### config.mk
export PLATFORM = sky130hd
export DESIGN_NAME = sd_spi_shifter
export DESIGN_NICKNAME = d
export VERILOG_FILES = /design/src/rtl/sd_spi_shifter.sv
export SDC_FILE = /design/constraint.sdc
export NUM_CORES = 1
export LEC_CHECK = 0
export ABC_CLOCK_PERIOD_IN_PS = 2600
export CORE_ASPECT_RATIO = 1.25
export CORE_UTILIZATION = 48
export DETAILED_ROUTE_END_ITERATION = 10
export PLACE_DENSITY = 0.8
export SYNTH_ARGS = -nofsm -noshare
export SYNTH_HDL_FRONTEND = slang
export SYNTH_SLANG_ARGS = --single-unit
### constraint.sdc
create_clock -name clk -period 2.6 [get_ports clk]
set_input_delay 0.52 -clock clk [delete_from_list [all_inputs] [get_ports clk]]
set_output_delay 0.52 -clock clk [all_outputs]
set_load 0.005 [all_outputs]
### src/rtl/sd_spi_shifter.sv
`default_nettype none
// ============================================================================
// Module   : sd_spi_shifter
// Brief    : SPI mode-0 master byte engine. Builds 0xFF fill, TX data or
//            command-frame bytes, shifts them MSB-first, samples miso.
// Revision : 1.0 - initial release
// ============================================================================
module sd_spi_shifter #(
    parameter int unsigned CLK_DIV     = 4,
    parameter logic [7:0]  CMD0_CRC    = 8'h95,
    parameter logic [7:0]  DEFAULT_CRC = 8'hFF
) (
    input  logic        clk,
    input  logic        rst,
    input  logic        enable,
    input  logic        load_enable,
    input  logic [1:0]  spi_select,
    input  logic [5:0]  cmd_index,
    input  logic [3:0]  byte_index,
    input  logic [31:0] addr,
    input  logic [7:0]  tx_data,
    input  logic        miso,
    output logic        sclk,
    output logic        mosi,
    output logic        byte_transf,
    output logic [7:0]  rx_byte,
    output logic        edge_detect,
    output logic        busy
);

    localparam int unsigned        c_DIV_W    = (CLK_DIV > 1) ? $clog2(CLK_DIV) : 1;
    localparam logic [c_DIV_W-1:0] c_DIV_LAST = c_DIV_W'(CLK_DIV - 1);

    typedef enum logic [1:0] {
        S_HALT = 2'd0,
        S_LOW  = 2'd1,
        S_HIGH = 2'd2
    } state_t;

    state_t               r_state;
    logic [c_DIV_W-1:0]   r_div_cnt;
    logic [2:0]           r_bit_cnt;
    logic [7:0]           r_tx_shift;
    logic [7:0]           r_rx_shift;
    logic [7:0]           r_hold_byte;
    logic                 r_pending;
    logic                 r_miso_prev;

    state_t               w_state_nxt;
    logic [c_DIV_W-1:0]   w_div_nxt;
    logic [2:0]           w_bit_nxt;
    logic [7:0]           w_tx_nxt;
    logic [7:0]           w_rx_nxt;
    logic [7:0]           w_hold_nxt;
    logic                 w_pend_nxt;
    logic                 w_miso_prev_nxt;
    logic                 w_transf_nxt;
    logic [7:0]           w_rx_byte_nxt;
    logic                 w_edge_nxt;
    logic                 w_sclk_nxt;
    logic                 w_mosi_nxt;
    logic                 w_busy_nxt;
    logic [7:0]           w_frame_byte;
    logic [7:0]           w_load_byte;
    logic                 w_div_last;

    always_comb begin
        w_frame_byte = 8'hFF;
        case (spi_select)
            2'b01: w_frame_byte = tx_data;
            2'b10: begin
                case (byte_index)
                    4'd0:    w_frame_byte = {2'b01, cmd_index};
                    4'd1:    w_frame_byte = addr[31:24];
                    4'd2:    w_frame_byte = addr[23:16];
                    4'd3:    w_frame_byte = addr[15:8];
                    4'd4:    w_frame_byte = addr[7:0];
                    4'd5:    w_frame_byte = (cmd_index == 6'd0) ? CMD0_CRC : DEFAULT_CRC;
                    default: w_frame_byte = 8'hFF;
                endcase
            end
            default: w_frame_byte = 8'hFF;
        endcase
    end

    // A load in the boundary cycle itself is bypassed straight into the shifter
    assign w_load_byte = load_enable ? w_frame_byte :
                         r_pending   ? r_hold_byte  : 8'hFF;
    assign w_div_last  = (r_div_cnt == c_DIV_LAST);

    always_comb begin
        w_state_nxt     = r_state;
        w_div_nxt       = r_div_cnt;
        w_bit_nxt       = r_bit_cnt;
        w_tx_nxt        = r_tx_shift;
        w_rx_nxt        = r_rx_shift;
        w_hold_nxt      = load_enable ? w_frame_byte : r_hold_byte;
        w_pend_nxt      = r_pending | load_enable;
        w_miso_prev_nxt = r_miso_prev;
        w_transf_nxt    = 1'b0;
        w_rx_byte_nxt   = rx_byte;
        w_edge_nxt      = 1'b0;

        case (r_state)
            S_HALT: begin
                if (enable) begin
                    w_tx_nxt    = w_load_byte;
                    w_pend_nxt  = 1'b0;
                    w_div_nxt   = '0;
                    w_bit_nxt   = 3'd0;
                    w_state_nxt = S_LOW;
                end
            end
            S_LOW: begin
                if (w_div_last) begin
                    w_div_nxt       = '0;
                    w_rx_nxt        = {r_rx_shift[6:0], miso};
                    w_edge_nxt      = r_miso_prev & ~miso;
                    w_miso_prev_nxt = miso;
                    w_state_nxt     = S_HIGH;
                end else begin
                    w_div_nxt = r_div_cnt + c_DIV_W'(1);
                end
            end
            S_HIGH: begin
                if (w_div_last) begin
                    w_div_nxt = '0;
                    if (r_bit_cnt != 3'd7) begin
                        w_tx_nxt    = {r_tx_shift[6:0], 1'b1};
                        w_bit_nxt   = r_bit_cnt + 3'd1;
                        w_state_nxt = S_LOW;
                    end else begin
                        w_transf_nxt  = 1'b1;
                        w_rx_byte_nxt = r_rx_shift;
                        w_bit_nxt     = 3'd0;
                        w_tx_nxt      = w_load_byte;
                        w_pend_nxt    = 1'b0;
                        w_state_nxt   = enable ? S_LOW : S_HALT;
                    end
                end else begin
                    w_div_nxt = r_div_cnt + c_DIV_W'(1);
                end
            end
            default: w_state_nxt = S_HALT;
        endcase

        w_sclk_nxt = (w_state_nxt == S_HIGH);
        w_mosi_nxt = (w_state_nxt == S_HALT) ? 1'b1 : w_tx_nxt[7];
        w_busy_nxt = (w_state_nxt != S_HALT);
    end

    always_ff @(posedge clk) begin
        if (rst) begin
            r_state     <= S_HALT;
            r_div_cnt   <= '0;
            r_bit_cnt   <= 3'd0;
            r_tx_shift  <= 8'hFF;
            r_rx_shift  <= 8'hFF;
            r_hold_byte <= 8'hFF;
            r_pending   <= 1'b0;
            r_miso_prev <= 1'b1;
            sclk        <= 1'b0;
            mosi        <= 1'b1;
            byte_transf <= 1'b0;
            rx_byte     <= 8'hFF;
            edge_detect <= 1'b0;
            busy        <= 1'b0;
        end else begin
            r_state     <= w_state_nxt;
            r_div_cnt   <= w_div_nxt;
            r_bit_cnt   <= w_bit_nxt;
            r_tx_shift  <= w_tx_nxt;
            r_rx_shift  <= w_rx_nxt;
            r_hold_byte <= w_hold_nxt;
            r_pending   <= w_pend_nxt;
            r_miso_prev <= w_miso_prev_nxt;
            sclk        <= w_sclk_nxt;
            mosi        <= w_mosi_nxt;
            byte_transf <= w_transf_nxt;
            rx_byte     <= w_rx_byte_nxt;
            edge_detect <= w_edge_nxt;
            busy        <= w_busy_nxt;
        end
    end

endmodule
`default_nettype wire

==> summary.md <==
| Metric | Value |
|---|---|
| Outcome | finished clean |
| Avg Cell Area, Syn | 8.272 um^2 |
| Num rows | 29 |
| Hold depth | 1 |
| Number of remaining DRC errors | 0 |
| Fin. max-slew vios | 0 |
| Worst hold path type | reg2reg |
| RSZ-0062 raised after global routing | no |
| WP data required | 2.77 ns |
| Die footprint | 5658 um^2 |
| Async SR Flop Fraction | 0% |
| Detail Route Antenna Nets | 0 |
| Most frequent cells in the layout | 69 x clkdlybuf4s50_1, 45 x dfxtp_1, 31 x nand2_1, 22 x nor2_1, 22 x a21oi_1 |
| First-pass detailed-route iteration total | 5 |
| Post-synth top flop | dfxtp_1 |
| Crit. End Element | flop |
| Pwr dens | 424.3 nW/um^2 |
| Post-CTS Hold Buffers | 0 |
| Post-synthesis mux area share | 2.967% |
| Vias in the first global route | 2474 |
| Final Power | 1.460 mW |
| Die X | 67.48 um |
| GR Util All Layers | 24.50% |
| Syn nets | 377 |
| Synth Area in Compound Gates | 26.85% |
| Least-Margin Pin Slew | 0.5501 ns |
| Final Skew | 0.003617 ns |
| Core area | 5116 um^2 |
| Post-Synth Simple-Gate Area | 25.10% |
| Drt wl/cell | 15.13 um |
| CTS Sinks | 45 |
| CP max FO | 3 |
| Final setup viols | 0 |
| Worst setup path class | in2reg |
| Routed vias | 2546 |
| P_leak | 1.393 nW |
| Final period util | 90.25% |
| Filler Cell Count | 446 |
| VDD IR-drop max | 399.5 uV |
| Fmax | 426.2 MHz |
| TritonCTS clock tree | built |
| Post-DP HPWL | 5.076 mm |
| Post-layout nets | 448 |
| Post-synthesis xor/xnor area fraction | 0% |
| Worst R2R Path Depth | 7 |
| Gp weighted congestion | 0.8051 |
| Final core occ | 67.25% |
| #FFs+latches synth | 45 |
| Yosys warnings | 0 |
| GR peak layer | met2 |
| CTS-repair resized insts | 0 |
| Clock transition at path regs | 0.07 ns |
| Num ports | 70 |
| Number of setup buffers added after CTS | 0 |
| Grt met3 use | 6.148% |
| Min cycle time layout | 2.346 ns |
| Register area share after synthesis | 35.02% |
| Final wirelength | 6.704 mm |
| Area share of fa/ha/maj cells after synthesis | 4.377% |
| H-Tree Depth | 2 |
| Grt met1 use | 25.68% |
| Largest family of logic cells by synthesized area | compound AO/OA/AOI/OAI gates |
| Pin count of the biggest net entering global routing | 44 |
| Mapped Cells | 311 |
| Diodes inserted | 0 |
| Yosys cell types | 56 |
| Worst-skew pair later-pin latency | 0.29 ns |
| Design area | 3441 um^2 |
| Most common cell after layout, fill and taps aside | clkdlybuf4s50_1 |
| Via/cell ratio | 5.747 |
| Cell Area, Synth | 2572 um^2 |
| Slew margin rel. | 63.19% |
| Root Buffer | clkbuf_8 |
| Met2 Use GR | 45.18% |
| Setup crit start kind | input port |
| Arrival @ worst endpoint | 2.51 ns |
| Layout cell share with drive strength beyond 1 | 9.186% |
| Clock Path Buffers | 2 |
| Layout area overhead | 33.75% |
| First-pass GRT wire length | 10.82 mm |
| Die Ht | 83.85 um |
| Post-DP Area | 3367 um^2 |
| Max Cap Viol | 0 |
| Port Buffers | 69 |
| EDFF count, synth | 0 |
| GRT overflow | 0 |
| Initial Util | 50.28% |
| Fin. Hold Viols | 0 |
| Initial antenna violation count | 0 |
| CTS buffer count | 5 |
| Final TNS setup | 0 ns |
| First DRT Iteration DRCs | 123 |
worst paths after layout:
check / start / endpoint / slack [ns]
max: spi_select[0] / r_tx_shift[7] / 0.25
min reg2reg: r_rx_shift[7] / r_rx_shift[7] / 0.47
min: r_rx_shift[7] / r_rx_shift[7] / 0.47
max reg2reg: r_state[0] / r_tx_shift[5] / 0.30
cells by family after synthesis:
group	Yosys count
compound gates	97
fa+ha+maj	9
buf+inv	33
flops	45
mux	6
simple gates	121
final cells by class:
| type | count | area, um^2 | area share (%) |
|---|---|---|---|
| clock buffers | 5 | 68.82 | 2.000 |
| clock inverters | 1 | 5.005 | 0.1455 |
| inverters | 10 | 37.54 | 1.091 |
| multi-input cells | 233 | 1525 | 44.33 |
| flip-flops and latches | 45 | 900.9 | 26.18 |
| well taps | 62 | 77.57 | 2.255 |
| repair buffers | 87 | 825.8 | 24.00 |
Yosys cell counts, types with 3 or more instances:
cell      instances  area (um^2)
dfxtp_1          45        900.9
nand2_1          31        116.4
a21oi_1          22        110.1
nor2_1           22        82.58
nand3b_1         14        105.1
a211o_1          12        105.1
o21ai_0          12        60.06
and3_1           11        68.82
inv_1            10        37.54
buf_2             9        45.04
ha_1              9        112.6
clkbuf_1          8        30.03
nand2b_1          8        50.05
a211oi_1          6        45.04
nand3_1           6        30.03
nor2b_1           6        37.54
nor3_1            5        25.02
a21o_1            4        30.03
a31oi_1           4        25.02
o21a_1            4        30.03
a22oi_1           3        22.52
buf_1             3        11.26
buf_4             3        22.52
mux2_2            3        33.78
nor4b_1           3        26.28
o32a_1            3        30.03
or2_2             3        18.77
or3_1             3        18.77
sequential cells by signal, summed over array words and instances (netlist names):
| name | flops |
|---|---|
| r_pending | 1 |
| edge_detect | 1 |
| r_bit_cnt | 3 |
| busy | 1 |
| byte_transf | 1 |
| r_rx_shift | 8 |
| r_tx_shift | 8 |
| r_div_cnt | 2 |
| r_state | 2 |
| mosi | 1 |
| r_hold_byte | 8 |
| rx_byte | 8 |
| sclk | 1 |
stage by stage:
stage	instances	hold WS [ns]	setup WS (ns)
2_1_floorplan	311	0.4352	0.5110
3_3_place_gp	437	0.4468	0.09733
3_5_place_dp	437	0.4538	-0.03901
4_1_cts	443	0.4718	0.2635
5_1_grt	443	0.5070	0.1060
6_report	443	0.4706	0.2536
where the power goes:
part	internal (mW)	total, mW	leakage [nW]	switching [mW]
sequential	0.719	0.739	0.368	0.0191
combinational	0.187	0.336	0.985	0.149
clock	0.177	0.386	0.0399	0.209
layer usage:
metal / wire length [um] / vias to the layer above
li1: - / 1282
met4: 82 / 0
met2: 3376 / 76
met5: 0 / -
met1: 2725 / 1180
met3: 519 / 8
critical path, cell delays in order:
cell,delay (ns)
clkdlybuf4s50_1,0.48
inv_1,0.05
ha_1,0.29
nand2b_1,0.18
nor4_1,0.33
nand3_1,0.18
a222oi_1,0.39
nand2b_1,0.09
Power figures use the tool's default switching activity.
==> variant: new RTL, config.mk and constraints unchanged <==
Change the parameter `CLK_DIV` from 4 to 2.
--- a/src/rtl/sd_spi_shifter.sv
+++ b/src/rtl/sd_spi_shifter.sv
@@ -8,3 +8,3 @@
 module sd_spi_shifter #(
-    parameter int unsigned CLK_DIV     = 4,
+    parameter int unsigned CLK_DIV     = 2,
     parameter logic [7:0]  CMD0_CRC    = 8'h95,
Check against the original RTL: not equivalent (a bounded check fails within 4 cycles, from zero or initial values and one cycle with rst high).
==> variant against the original RTL <==
Design area down 0.84%; sequential power up 0.5%; sequential cell count down 1; critical path depth down 2; synthesized area down 1.2%; power up 11%; worst setup slack better by 0.092 ns; wire length down 3.3%; largest cell class unchanged.
==> variant: results (changes against the original RTL) <==
| Metric | Value |
|---|---|
| Status | complete, no violations (unchanged) |
| All-Layer GR Usage | 23.6% (was 24.5%) |
| Setup CP Type | flip-flop to flip-flop (was input pin to flip-flop) |
| Maximum fanout along the worst path | 11 (was 3) |
| Share of the synthesized area in the top cell type | 34.7% (was 35.0%) |
| DRT Wirelength | 6.48 mm (was 6.70 mm) |
| Fin area | 0.00341 sq mm (was 0.00344 sq mm) |
| First-pass DRT Iterations | 4 (was 5) |
| Ranking of synthesized cells by area | dfxtp_1 (35%), nand2_1 (4.6%), ha_1 (3.9%) (was dfxtp_1 (35%), nand2_1 (4.5%), ha_1 (4.4%)) |
| First-pass GRT wire length | 10.5 mm (was 10.8 mm) |
| Hold_ws | 0.476 ns (was 0.471 ns) |
| DRC marker count from the first detailed-route iteration | 128 (was 123) |
| Die ar. | 0.00559 sq mm (was 0.00566 sq mm) |
| Number of global-route vias before repair | 2315 (was 2474) |
| Dpl cells | 424 (was 437) |
| Critical path's slowest cell | or3_1 (was clkdlybuf4s50_1) |
| Arr. time, crit path | 2.42 ns (was 2.51 ns) |
| IR drop worst, VDD | 0.000428 V (was 0.000400 V) |
| Placed Area | 0.00330 sq mm (was 0.00337 sq mm) |
| Max Fclk | 0.444 GHz (was 0.426 GHz) |
| Worst path bufs/invs | 1 (was 2) |
| Post-synth top cells | dfxtp_1 (44), nand2_1 (31), nor2_1 (26) (was dfxtp_1 (45), nand2_1 (31), a21oi_1 (22), nor2_1 (22), nand3b_1 (14)) |
| Inverter count | 8 (was 10) |
| Post-synthesis sequential area ratio | 34.7% (was 35.0%) |
| Reg2reg path depth | 6 (was 7) |
| Met2 usage | 41.3% (was 45.2%) |
| Grt met3 use | 4.81% (was 6.15%) |
| LEAKAGE | 1.36 nW (was 1.39 nW) |
| Largest net degree at the start of global routing | 26 (was 44) |
| Slew Limit Headroom | 60.1% (was 63.2%) |
| Layout non-clock buf frac | 23.0% (was 24.0%) |
| # fillers | 436 (was 446) |
| CP startpoint | r_state[0]$_SDFF_PP0_ (was spi_select[0]) |
| CLK BUF | 6 (was 5) |
| Share of cells above drive strength 1 | 8.65% (was 9.19%) |
| M1 GR Usage | 26.9% (was 25.7%) |
| Worst Skew | 0.00779 ns (was 0.00362 ns) |
| Syn Nets | 372 (was 377) |
| Clock-cell share of area | 3.15% (was 2.15%) |
## variant: worst min-delay path by stage
stage | from | end
2_1_floorplan | r_rx_shift[7]$_SDFFE_PP1P_ | r_rx_shift[7]$_SDFFE_PP1P_
3_3_place_gp | r_rx_shift[7]$_SDFFE_PP1P_ | r_rx_shift[7]$_SDFFE_PP1P_
3_5_place_dp | rx_byte[3]$_SDFFE_PP1P_ | rx_byte[3]$_SDFFE_PP1P_
4_1_cts | rx_byte[3]$_SDFFE_PP1P_ | rx_byte[3]$_SDFFE_PP1P_
5_1_grt | rx_byte[2]$_SDFFE_PP1P_ | rx_byte[2]$_SDFFE_PP1P_
6_report | rx_byte[3]$_SDFFE_PP1P_ | rx_byte[3]$_SDFFE_PP1P_
## variant: routing by layer
| metal | vias up | wire length [um] |
|---|---|---|
| li1 | 1249 | - |
| met1 | 1154 | 2780 |
| met2 | 82 | 3090 |
| met3 | 16 | 467 |
| met4 | 0 | 146 |
| met5 | - | 0 |
## variant: power groups by stage
stage / registers [mW] / clock network, mW / logic [mW]
finish: 0.743 / 0.511 / 0.364
detailed placement: 0.757 / 0 / 0.359
CTS: 0.742 / 0.522 / 0.364
global route: 0.748 / 0.549 / 0.403
floorplan: 0.746 / 0 / 0.217
global placement: 0.757 / 0 / 0.356
## variant: worst register-to-register path, stage by stage (launching register included)
cell	delay [ns]
dfxtp_1	0.42
inv_1	0.09
ha_1	0.29
nor2b_1	0.24
or3_1	0.56
a2111oi_0	0.39
a21oi_1	0.13
## variant: kinds of logic after synthesis
logic type                 after synthesis  synth area share [%]
adders and majority gates                8                  3.94
and+or+nand+nor                        121                  25.1
AOI/OAI and AO/OA                       89                  25.6
DFF                                     44                  34.7
muxes                                   12                  5.66
buffers and inverters                   33                  5.12
